===== config.mk =====
export PLATFORM = sky130hd
export DESIGN_NAME = mem_arbiter
export DESIGN_NICKNAME = d
export VERILOG_FILES = /design/src/rtl/mem_arb_pkg.sv /design/src/rtl/mem_arb_pick.sv /design/src/rtl/mem_arbiter.sv
export SDC_FILE = /design/constraint.sdc
export NUM_CORES = 1
export LEC_CHECK = 0
export CAP_MARGIN = 20
export CELL_PAD_IN_SITES_DETAIL_PLACEMENT = 0
export CELL_PAD_IN_SITES_GLOBAL_PLACEMENT = 2
export CORE_AREA = 2 2 338 340
export DETAILED_ROUTE_END_ITERATION = 7
export DIE_AREA = 0 0 340 342
export PLACE_DENSITY = 0.64
export SETUP_SLACK_MARGIN = 0.3
export SYNTH_ARGS = -nofsm -noshare
export SYNTH_HDL_FRONTEND = slang
export SYNTH_SLANG_ARGS = --single-unit

===== constraint.sdc =====
create_clock -name clk -period 1.75 [get_ports clk]
set_clock_uncertainty 0.05 [all_clocks]
set_input_delay 0.2625 -clock clk [delete_from_list [all_inputs] [get_ports clk]]
set_output_delay 0.2625 -clock clk [all_outputs]
set_load 0.1 [all_outputs]

===== src/rtl/mem_arb_pkg.sv =====
// Shared types and default widths for the two-port cache-to-memory arbiter.
package mem_arb_pkg;

    localparam int ADDR_W_DEF = 28;
    localparam int DATA_W_DEF = 128;

    typedef enum logic [1:0] {
        IDLE = 2'd0,
        BUSY = 2'd1,
        RESP = 2'd2
    } state_t;

    typedef enum logic {
        OWN_I = 1'b0,
        OWN_D = 1'b1
    } owner_t;

endpackage


===== src/rtl/mem_arb_pick.sv =====
// Combinational grant selector for the I/D miss ports.
// ARB_RR_EN selects round-robin; otherwise fixed D-over-I priority.
module mem_arb_pick
    import mem_arb_pkg::*;
(
    input  logic i_req,
    input  logic d_req,
    input  logic last,
    output logic grant
);

`ifdef ARB_RR_EN
    always_comb begin
        grant = d_req ? OWN_D : OWN_I;
        // On a tie, the port that did not win last time goes first.
        if (i_req && d_req) begin
            grant = (last == OWN_D) ? OWN_I : OWN_D;
        end
    end
`else
    logic unused_pick;

    assign unused_pick = i_req ^ last;

    always_comb begin
        grant = d_req ? OWN_D : OWN_I;
    end
`endif

endmodule


===== src/rtl/mem_arbiter.sv =====
// Serialises I-cache and D-cache block misses onto one slow_memory channel.
// Optional macro ARB_RR_EN: round-robin instead of fixed D-over-I priority.
module mem_arbiter
    import mem_arb_pkg::*;
#(
    parameter int ADDR_W = ADDR_W_DEF,
    parameter int DATA_W = DATA_W_DEF
) (
    input  logic              clk,
    input  logic              rst,
    input  logic              i_read,
    input  logic              i_write,
    input  logic [ADDR_W-1:0] i_addr,
    input  logic [DATA_W-1:0] i_wdata,
    output logic [DATA_W-1:0] i_rdata,
    output logic              i_ready,
    input  logic              d_read,
    input  logic              d_write,
    input  logic [ADDR_W-1:0] d_addr,
    input  logic [DATA_W-1:0] d_wdata,
    output logic [DATA_W-1:0] d_rdata,
    output logic              d_ready,
    output logic              mem_read,
    output logic              mem_write,
    output logic [ADDR_W-1:0] mem_addr,
    output logic [DATA_W-1:0] mem_wdata,
    input  logic [DATA_W-1:0] mem_rdata,
    input  logic              mem_ready
);

    state_t              state_q;
    state_t              state_d;
    owner_t              owner_q;
    logic                kind_wr_q;
    logic [ADDR_W-1:0]   addr_q;
    logic [DATA_W-1:0]   wdata_q;
    logic [DATA_W-1:0]   i_rdata_q;
    logic [DATA_W-1:0]   d_rdata_q;
    logic                i_req;
    logic                d_req;
    logic                grant;
    logic                last_grant;
    logic                take;

    assign i_req = i_read | i_write;
    assign d_req = d_read | d_write;
    assign take  = (state_q == IDLE) && (i_req || d_req);

    mem_arb_pick u_pick (
        .i_req (i_req),
        .d_req (d_req),
        .last  (last_grant),
        .grant (grant)
    );

`ifdef ARB_RR_EN
    always_ff @(posedge clk) begin
        if (rst) begin
            last_grant <= OWN_I;
        end else if (take) begin
            last_grant <= grant;
        end
    end
`else
    assign last_grant = OWN_D;
`endif

    always_comb begin
        state_d = state_q;
        case (state_q)
            IDLE: begin
                if (i_req || d_req) begin
                    state_d = BUSY;
                end
            end
            BUSY: begin
                if (mem_ready) begin
                    state_d = RESP;
                end
            end
            RESP: begin
                // Turnaround cycle: lets the requester drop its request before IDLE samples it.
                state_d = IDLE;
            end
            default: begin
                state_d = IDLE;
            end
        endcase
    end

    always_ff @(posedge clk) begin
        if (rst) begin
            state_q   <= IDLE;
            owner_q   <= OWN_D;
            kind_wr_q <= 1'b0;
            addr_q    <= '0;
            wdata_q   <= '0;
            i_rdata_q <= '0;
            d_rdata_q <= '0;
        end else begin
            state_q <= state_d;
            if (take) begin
                owner_q <= owner_t'(grant);
                if (grant == OWN_D) begin
                    kind_wr_q <= d_write;
                    addr_q    <= d_addr;
                    wdata_q   <= d_wdata;
                end else begin
                    kind_wr_q <= i_write;
                    addr_q    <= i_addr;
                    wdata_q   <= i_wdata;
                end
            end
            // Writes leave the owner's rdata untouched; only reads refresh it.
            if ((state_q == BUSY) && mem_ready && !kind_wr_q) begin
                if (owner_q == OWN_D) begin
                    d_rdata_q <= mem_rdata;
                end else begin
                    i_rdata_q <= mem_rdata;
                end
            end
        end
    end

    assign mem_read  = (state_q == BUSY) && !kind_wr_q;
    assign mem_write = (state_q == BUSY) &&  kind_wr_q;
    assign mem_addr  = addr_q;
    assign mem_wdata = wdata_q;
    assign i_rdata   = i_rdata_q;
    assign d_rdata   = d_rdata_q;
    assign i_ready   = (state_q == RESP) && (owner_q == OWN_I);
    assign d_ready   = (state_q == RESP) && (owner_q == OWN_D);

endmodule


==> results.md, run 1 <==
- The cell total after placement is between 4000 and 5000.
- The slew at the pin with the worst max-slew slack is between 600 and 700 ps.
- The adder-cell share of the synthesized area is 0%.
- sky130_fd_sc_hd__dfxtp_1 is the most common cell in the netlist.
- The share of the synthesized netlist area taken by xor and xnor gates is 0%.
- After synthesis, the largest area contributor takes up between 40 and 50% of total cell area.
- The first detailed-routing pass ran for 5 iterations.
- During placement, the flow inserted port buffers numbering between 800 and 900.
- The total overflow left after global routing is 0.
- The floorplan die width is 340 um.
- The overall via count from detail_route is approximately 17000.
- The run finished, with violations left.
- For this run, the share of the core covered by cells in the final layout is 33.3%.
- The starting density of the core is approximately 16%.
- For this run, the total global-route usage over all layers was measured as 15.4%.
- The deepest level of the CTS H-tree is 2.
- The number of buffers between clock root and the deepest sink is 3.
- Of the total synthesized cell area, the portion taken by AND, OR, NAND and NOR gates is between 10% and 20%.
- The number of nets in the finished design is approximately 3100.
- Clock tree synthesis inserted a total of 52 buffers.
- In this run the power density over the cells is 866 mW/mm^2.
- The synthesized netlist cell count is 1705.
- The data arrival time of the critical path is 1670 ps.
- The maximum resistive drop on vdd is 0.614 mV.
- Counting instances in the post-synthesis netlist gives the leading cell types as 416 x sky130_fd_sc_hd__dfxtp_1, 412 x sky130_fd_sc_hd__mux2i_1, 384 x sky130_fd_sc_hd__nand2b_1.
- For this design the static power due to leakage is roughly 15 nW.
- The area of all placed cells without fillers is about 0.038 mm^2.
- The top cell type by total area after synthesis is sky130_fd_sc_hd__dfxtp_1.
- For this block, the initial DRC count from the detailed router was 494.
- The area of the mapped netlist is around 0.018 mm^2.
- The most used flip-flop cell after synthesis is sky130_fd_sc_hd__dfxtp_1.
- The post-detailed-route via-to-cell ratio is ~3.9.
- The combinational family with the most area after synthesis is multiplexers.
- The count of endpoints failing hold in the final timing report is 0.
- The setup slack at placement is -545 ps.
- The synthesized netlist devotes roughly 14% of its cell area to compound gates.
- The max-slew violation count was 0.
- The final reports fail on setup timing.
- The post-route total power is around 33 mW.
- The root buffer cell chosen for the clock tree is sky130_fd_sc_hd__clkbuf_16.
- The core area is 0.113 mm^2.
- After clock tree synthesis, the clock-pin slew on the worst setup and hold paths is approximately 60 ps.
- In this run, distinct cell masters in the synthesized netlist total 24.
- The final estimated routing congestion in global placement is 0.936.
- CTS saw 416 sinks.
- The average cell area after synthesis is 10.8 um^2.
- The placed instance area is between 0.03 and 0.04 mm^2.
- The via count of the first global-routing pass is ~18000.
- In this run the core area contains 124 standard-cell rows.
- The final critical path time including I/O delays and setup is 1980 ps.
- The fmax is approximately 510 MHz.
- The endpoint class of the critical path is an output pin.
- The post-synthesis async set-or-reset flop share is 0%.
- TritonCTS built the clock tree.
- By area the synthesized netlist is led by sky130_fd_sc_hd__dfxtp_1 45%, sky130_fd_sc_hd__mux2i_1 22%, sky130_fd_sc_hd__nand2b_1 13%, sky130_fd_sc_hd__a211oi_2 8.1%, sky130_fd_sc_hd__a21oi_1 4.3%.
- The count of antenna-violating nets left after detailed routing is 0.
- The final critical-path share of the clock period is 113%.
- The total routed wirelength is 94900 um.
- In the final layout, the share of cells above drive strength 1 is 33.0%.
- The total of max-cap violations is 0.
- After synthesis, the share of cell area in mux cells is between 20 and 25%.
- Entering global routing, the biggest net connects about 110 pins.
- The area growth from synthesis to layout is 105%.
- The first-pass GRT wire length is between 100000 and 150000 um.
- Measured along the y axis, the die boundary spans between 300 and 400 um.
- In the final routed layout, each cell accounts on average for about 22 um.
- For this design the top-level I/O count stands at between 800 and 900.
- The number of synthesis warnings is 0.
- The setup violation total in the final timing report is 290.
- Counting every net in the synthesized netlist gives between 2000 and 2500.
- The number of antenna violations at the first check in global routing is 23.
- The critical path is of the flip-flop to output pin type.
- In the routed design, unresolved DRC markers number 0.
- In this run the tightest slew margin relative to its limit is a little under 60%.
- The non-filler instance count after layout is ~4200.
- The worst hold path class is primary input to flip-flop.
- The wire-length estimate of the detail-placed layout is just under 70000 um.
- The number of synthesized flops with an enable pin is 0.
- The number of storage elements in the synthesis netlist is roughly 420.
- The die covers about 0.12 mm^2.
- Setup repair after global routing could not meet its margin everywhere.
- Setup slack on the critical path of the routed design comes to -230 ps.
- Along the worst path, the maximum fanout reaches 2.
- Data on the critical path is required at its endpoint by 1440 ps.
- The startpoint type of the worst setup path is a flip-flop.
- Clock latency on the worst-skew pair, taken at its later pin, is approximately 600 ps.
- The sequential share of the synthesized area is between 40 and 50%.
[final cells by class]
| cell class | instances | area, um^2 |
|---|---|---|
| Fill cell | 11063 | 75400 |
| Inverter | 2 | 7.51 |
| Multi-Input combinational cell | 1127 | 9490 |
| Tap cell | 1512 | 1890 |
| Clock inverter | 11 | 76.3 |
| Clock buffer | 80 | 1480 |
| Sequential cell | 416 | 8370 |
| Timing Repair Buffer | 1088 | 16400 |
| Antenna cell | 1 | 2.50 |
[flip-flops by register name, summed over array words and instances, names as in the netlist]
name       flops
kind_wr_q      1
mem_wdata    128
state_q        2
owner_q        1
mem_addr      28
d_rdata      128
i_rdata      128
[logic make-up (layout without fill, tap and decap cells)]
family / after synthesis / after routing
muxes: 412 / 412
DFF: 416 / 416
other: 0 / 1
AOI/OAI and AO/OA: 318 / 318
buffers and inverters: 162 / 1181
and+or+nand+nor: 397 / 397
[placed cells by master, fill, tap and decap left out, types with 21 or more instances in the layout]
cell,netlist,final
sky130_fd_sc_hd__clkdlybuf4s50_1,0,445
sky130_fd_sc_hd__mux2i_1,412,406
sky130_fd_sc_hd__buf_16,0,41
sky130_fd_sc_hd__a21oi_1,159,158
sky130_fd_sc_hd__nand2b_1,384,384
sky130_fd_sc_hd__a211oi_2,119,157
sky130_fd_sc_hd__buf_4,4,88
sky130_fd_sc_hd__clkbuf_1,111,21
sky130_fd_sc_hd__clkbuf_16,0,64
sky130_fd_sc_hd__buf_12,0,463
sky130_fd_sc_hd__dfxtp_1,416,404
[report_power, final]
group	internal (mW)	total [mW]	switching, mW
logic	5.04	11.8	6.75
registers	10.1	10.8	0.689
clock network	5.76	10.1	4.35
[worst max-delay path, cell delays in order, from the launching register on]
cell	delay (ps)
sky130_fd_sc_hd__dfxtp_2	320
sky130_fd_sc_hd__buf_6	110
sky130_fd_sc_hd__buf_6	110
sky130_fd_sc_hd__nor3b_2	150
sky130_fd_sc_hd__buf_4	190
sky130_fd_sc_hd__buf_12	180
[metrics by stage]
stage | TNS [ps] | hold slack (ps)
final | -17000 | 191
after floorplan | -132740 | 329
after global routing | -45840 | 167
after global placement | -58740 | 446
after CTS | -15140 | 126
after detailed placement | -64580 | 450
[timing repair]
item / CTS / global route
buffers inserted: 31 / 11
endpoints found under the hold margin: 6 / 0
pin swaps: 19 / 9
gates resized for setup: 125 / 47
endpoints found under the setup margin: 824 / 830
cloned: 34 / 16
hold buffers: 1 / 0
[final timing paths]
path                      start      endpoint  slack [ps]  cells after the start
setup / recovery     state_q[0]       d_ready        -230                      5
hold / removal    mem_rdata[59]   d_rdata[59]         190                      3
setup reg to reg     state_q[0]  d_rdata[102]        -130                      9
hold reg to reg     i_rdata[33]   i_rdata[33]         460                      2
[routing by layer]
| layer | wire (um) | track usage (%) |
|---|---|---|
| met5 | 192 | 0 |
| met4 | 2010 | 2.99 |
| met3 | 10300 | 7.71 |
| met2 | 47900 | 27.8 |
| met1 | 34500 | 16.0 |
Power figures use the tool's default switching activity.
==> inputs of run 2 (changes only) <==
Settings changed: CORE_AREA 2 2 338 340 to 2 2 334 336, DIE_AREA 0 0 340 342 to 0 0 336 338, PLACE_DENSITY 0.64 to 0.63.
Clock period 1.75 ns to 2.2 ns, I/O delays scaled along.
==> results.md, run 2 (same netlist as run 1, synthesis figures left out) <==
- After detailed placement, the total cell area comes to 0.0283 mm^2.
- The pre-antenna-repair detailed-routing pass consisted of 4 iterations.
- Setup violations remaining at the end of the flow were counted as 0.
- The relative slew slack is around 53%.
- The setup slack at placement is -369 ps.
- The final setup slack of the worst path is between 150 and 200 ps.
- The number of antenna violations at the first check in global routing is 9.
- The non-filler instance count after layout is 4130.
- The worst hold path class is primary input to flip-flop.
- On the critical path, the stage with the largest delay is an instance of sky130_fd_sc_hd__dfxtp_4.
- During placement, the flow inserted port buffers numbering between 800 and 900.
- The total routing resource utilization after global routing is between 10 and 15%.
- The analysis attributes to cell leakage a power of 12.4 nW.
- STA classifies the critical path endpoint as an output pin.
- TritonCTS built the clock tree.
- In the final routed layout, each cell accounts on average for 20.2 um.
- The max-slew violation count is 0.
- VDD sags by at most 0.501 mV.
- The final estimated routing congestion in global placement is about 0.8.
- The deepest level of the CTS H-tree is 2.
- For this design the ratio of total power to cell area is just over 800 mW/mm^2.
- The worst hold slack is between 200 and 250 ps.
- Counting the fill cells in the layout gives 11548.
- The pin count of the biggest net entering global routing is 84.
- The first global-routing pass estimated 117000 um of wire.
- At the pin with the least slew margin, the transition time is about 710 ps.
- The cell at the root of the clock tree is sky130_fd_sc_hd__clkbuf_16.
- The detailed placer's ending HPWL is 66700 um.
- The share of layout cells above drive strength 1 is between 20% and 30%.
- The area of all placed cells without fillers is between 0.03 and 0.04 mm^2.
- The number of buffers created by CTS is 52.
- The count of antenna-violating nets left after detailed routing is 0.
- Setup repair after global routing could not meet its margin everywhere.
- The final critical path time including I/O delays and setup is 2030 ps.
- The fmax is 494 MHz.
- After global routing, the most crowded layer is met2.
- The run finished with clean final reports.
- In the final timing run, aggregate negative setup slack is 0 ps.
- From bottom edge to top edge, the die measures between 300 and 400 um.
- The floorplan die area is between 0.1 and 0.15 mm^2.
- The signal on the critical path passes through inv_4 > nor3b_4 > buf_12.
- The total area inside the core boundary comes to roughly 0.11 mm^2.
- The final critical-path share of the clock period is 92.1%.
- The via count of the first global-routing pass came to 16980.
- In the routed design, unresolved DRC markers number 0.
- Summing over every cut layer, the via total after detailed routing is roughly 16000.
- The floorplan die width is about 340 um.
- The starting density of the core is about 17%.
- At the end of the flow, the number of nets in the layout was a little over 3000.
- Clock tree synthesis found a total of 416 sinks.
- The required time of the critical path is between 1500 and 2000 ps.
- The total of max-cap violations is 0.
- The largest single stage delay on the critical path is roughly 370 ps.
- In the layout the commonest cells are 517 x sky130_fd_sc_hd__buf_4, 445 x sky130_fd_sc_hd__clkdlybuf4s50_1, 413 x sky130_fd_sc_hd__dfxtp_1.
- For the worst setup path, the data arrival time is 1650 ps.
- The maximum fanout count along the critical path is 3.
- For this block, the routed nets add up to 83600 um of wire.
- Leaving out fill and tap cells, the most frequent cell in the layout is sky130_fd_sc_hd__buf_4.
- The worst setup path is of the flip-flop to output pin kind.
- The worst setup path is launched from a flip-flop.
- After floorplanning, the core was divided into between 100 and 150 placement rows.
- The count of endpoints failing hold in the final timing report is 0.
- Global routing consumed, on the met3 layer, 4.67% of the routing resources.
- The post-detailed-route via-to-cell ratio is 3.89.
- The area growth from synthesis to layout is 65.5%.
- The total overflow reported by the global router is 0.
- The fraction of met2 tracks used by global routing is about a quarter.
- The number of DRC markers after the initial detailed-route iteration is a little under 600.
- The number of buffers between clock root and the deepest sink is 3.
- After detailed placement, the design holds a cell count of between 4000 and 5000.
- In this run the count of I/O pins placed on the die edge is between 800 and 900.
- After clock tree synthesis, the clock-pin slew on the worst setup and hold paths is about 60 ps.
- The global-route track usage on met1 is 16.0%.
- The clock latency at the later pin of the worst-skew pair is roughly 610 ps.
[run 2: routing by layer]
| metal | vias to the layer above | wire (um) |
|---|---|---|
| li1 | 7764 | - |
| met1 | 7576 | 33300 |
| met2 | 588 | 40700 |
| met3 | 112 | 7020 |
| met4 | 6 | 2500 |
| met5 | - | 41 |
[run 2: what timing repair did]
item,4_1_cts,5_1_grt
setup endpoints to repair,114,25
hold buffers,0,0
pin swaps,2,1
resized for setup,12,3
buffers inserted,11,3
[run 2: power breakdown]
group | internal [mW] | switching (mW) | total, mW | leakage (nW)
clock network | 5.74 | 3.56 | 9.30 | 0.916
logic | 2.26 | 5.13 | 7.39 | 8.05
registers | 8.01 | 0.304 | 8.31 | 3.40
total | 16.0 | 9.00 | 25.0 | 12.4
[run 2: area by class of cell]
cell class                 count  area (um^2)  area share [%]
timing repair buffer         997         9020            29.7
inverter                       2         10.0          0.0329
tap                         1488         1860            6.13
clock inverter                18          304            1.00
antenna                        6         15.0          0.0494
clock buffer                  76         1560            5.14
sequential                   416         8340            27.4
multi-input combinational   1127         9280            30.5
[run 2: per-stage QoR]
step                      total power, mW  util, %
after global placement               15.8     25.7
after floorplan                      13.3        -
after global routing                 26.0     27.6
after CTS                            25.4     27.5
after detailed placement             15.9     25.7
final                                25.0     27.6
[run 2: path summary, 6_finish.rpt]
path                                 start            to  slack, ps  cells past startpoint
worst max-delay path               owner_q       d_ready        170                      3
worst min-delay path                   rst    i_rdata[2]        230                      3
worst max register to register  state_q[1]  d_rdata[121]        420                      8
worst min register to register  i_rdata[2]    i_rdata[2]        420                      2
[run 2: worst max-delay path: cells and delay by family, from the launching register on]
kind | cells | cell delay (ps)
flops | 1 | 370
buf+inv | 2 | 270
simple gates | 1 | 370
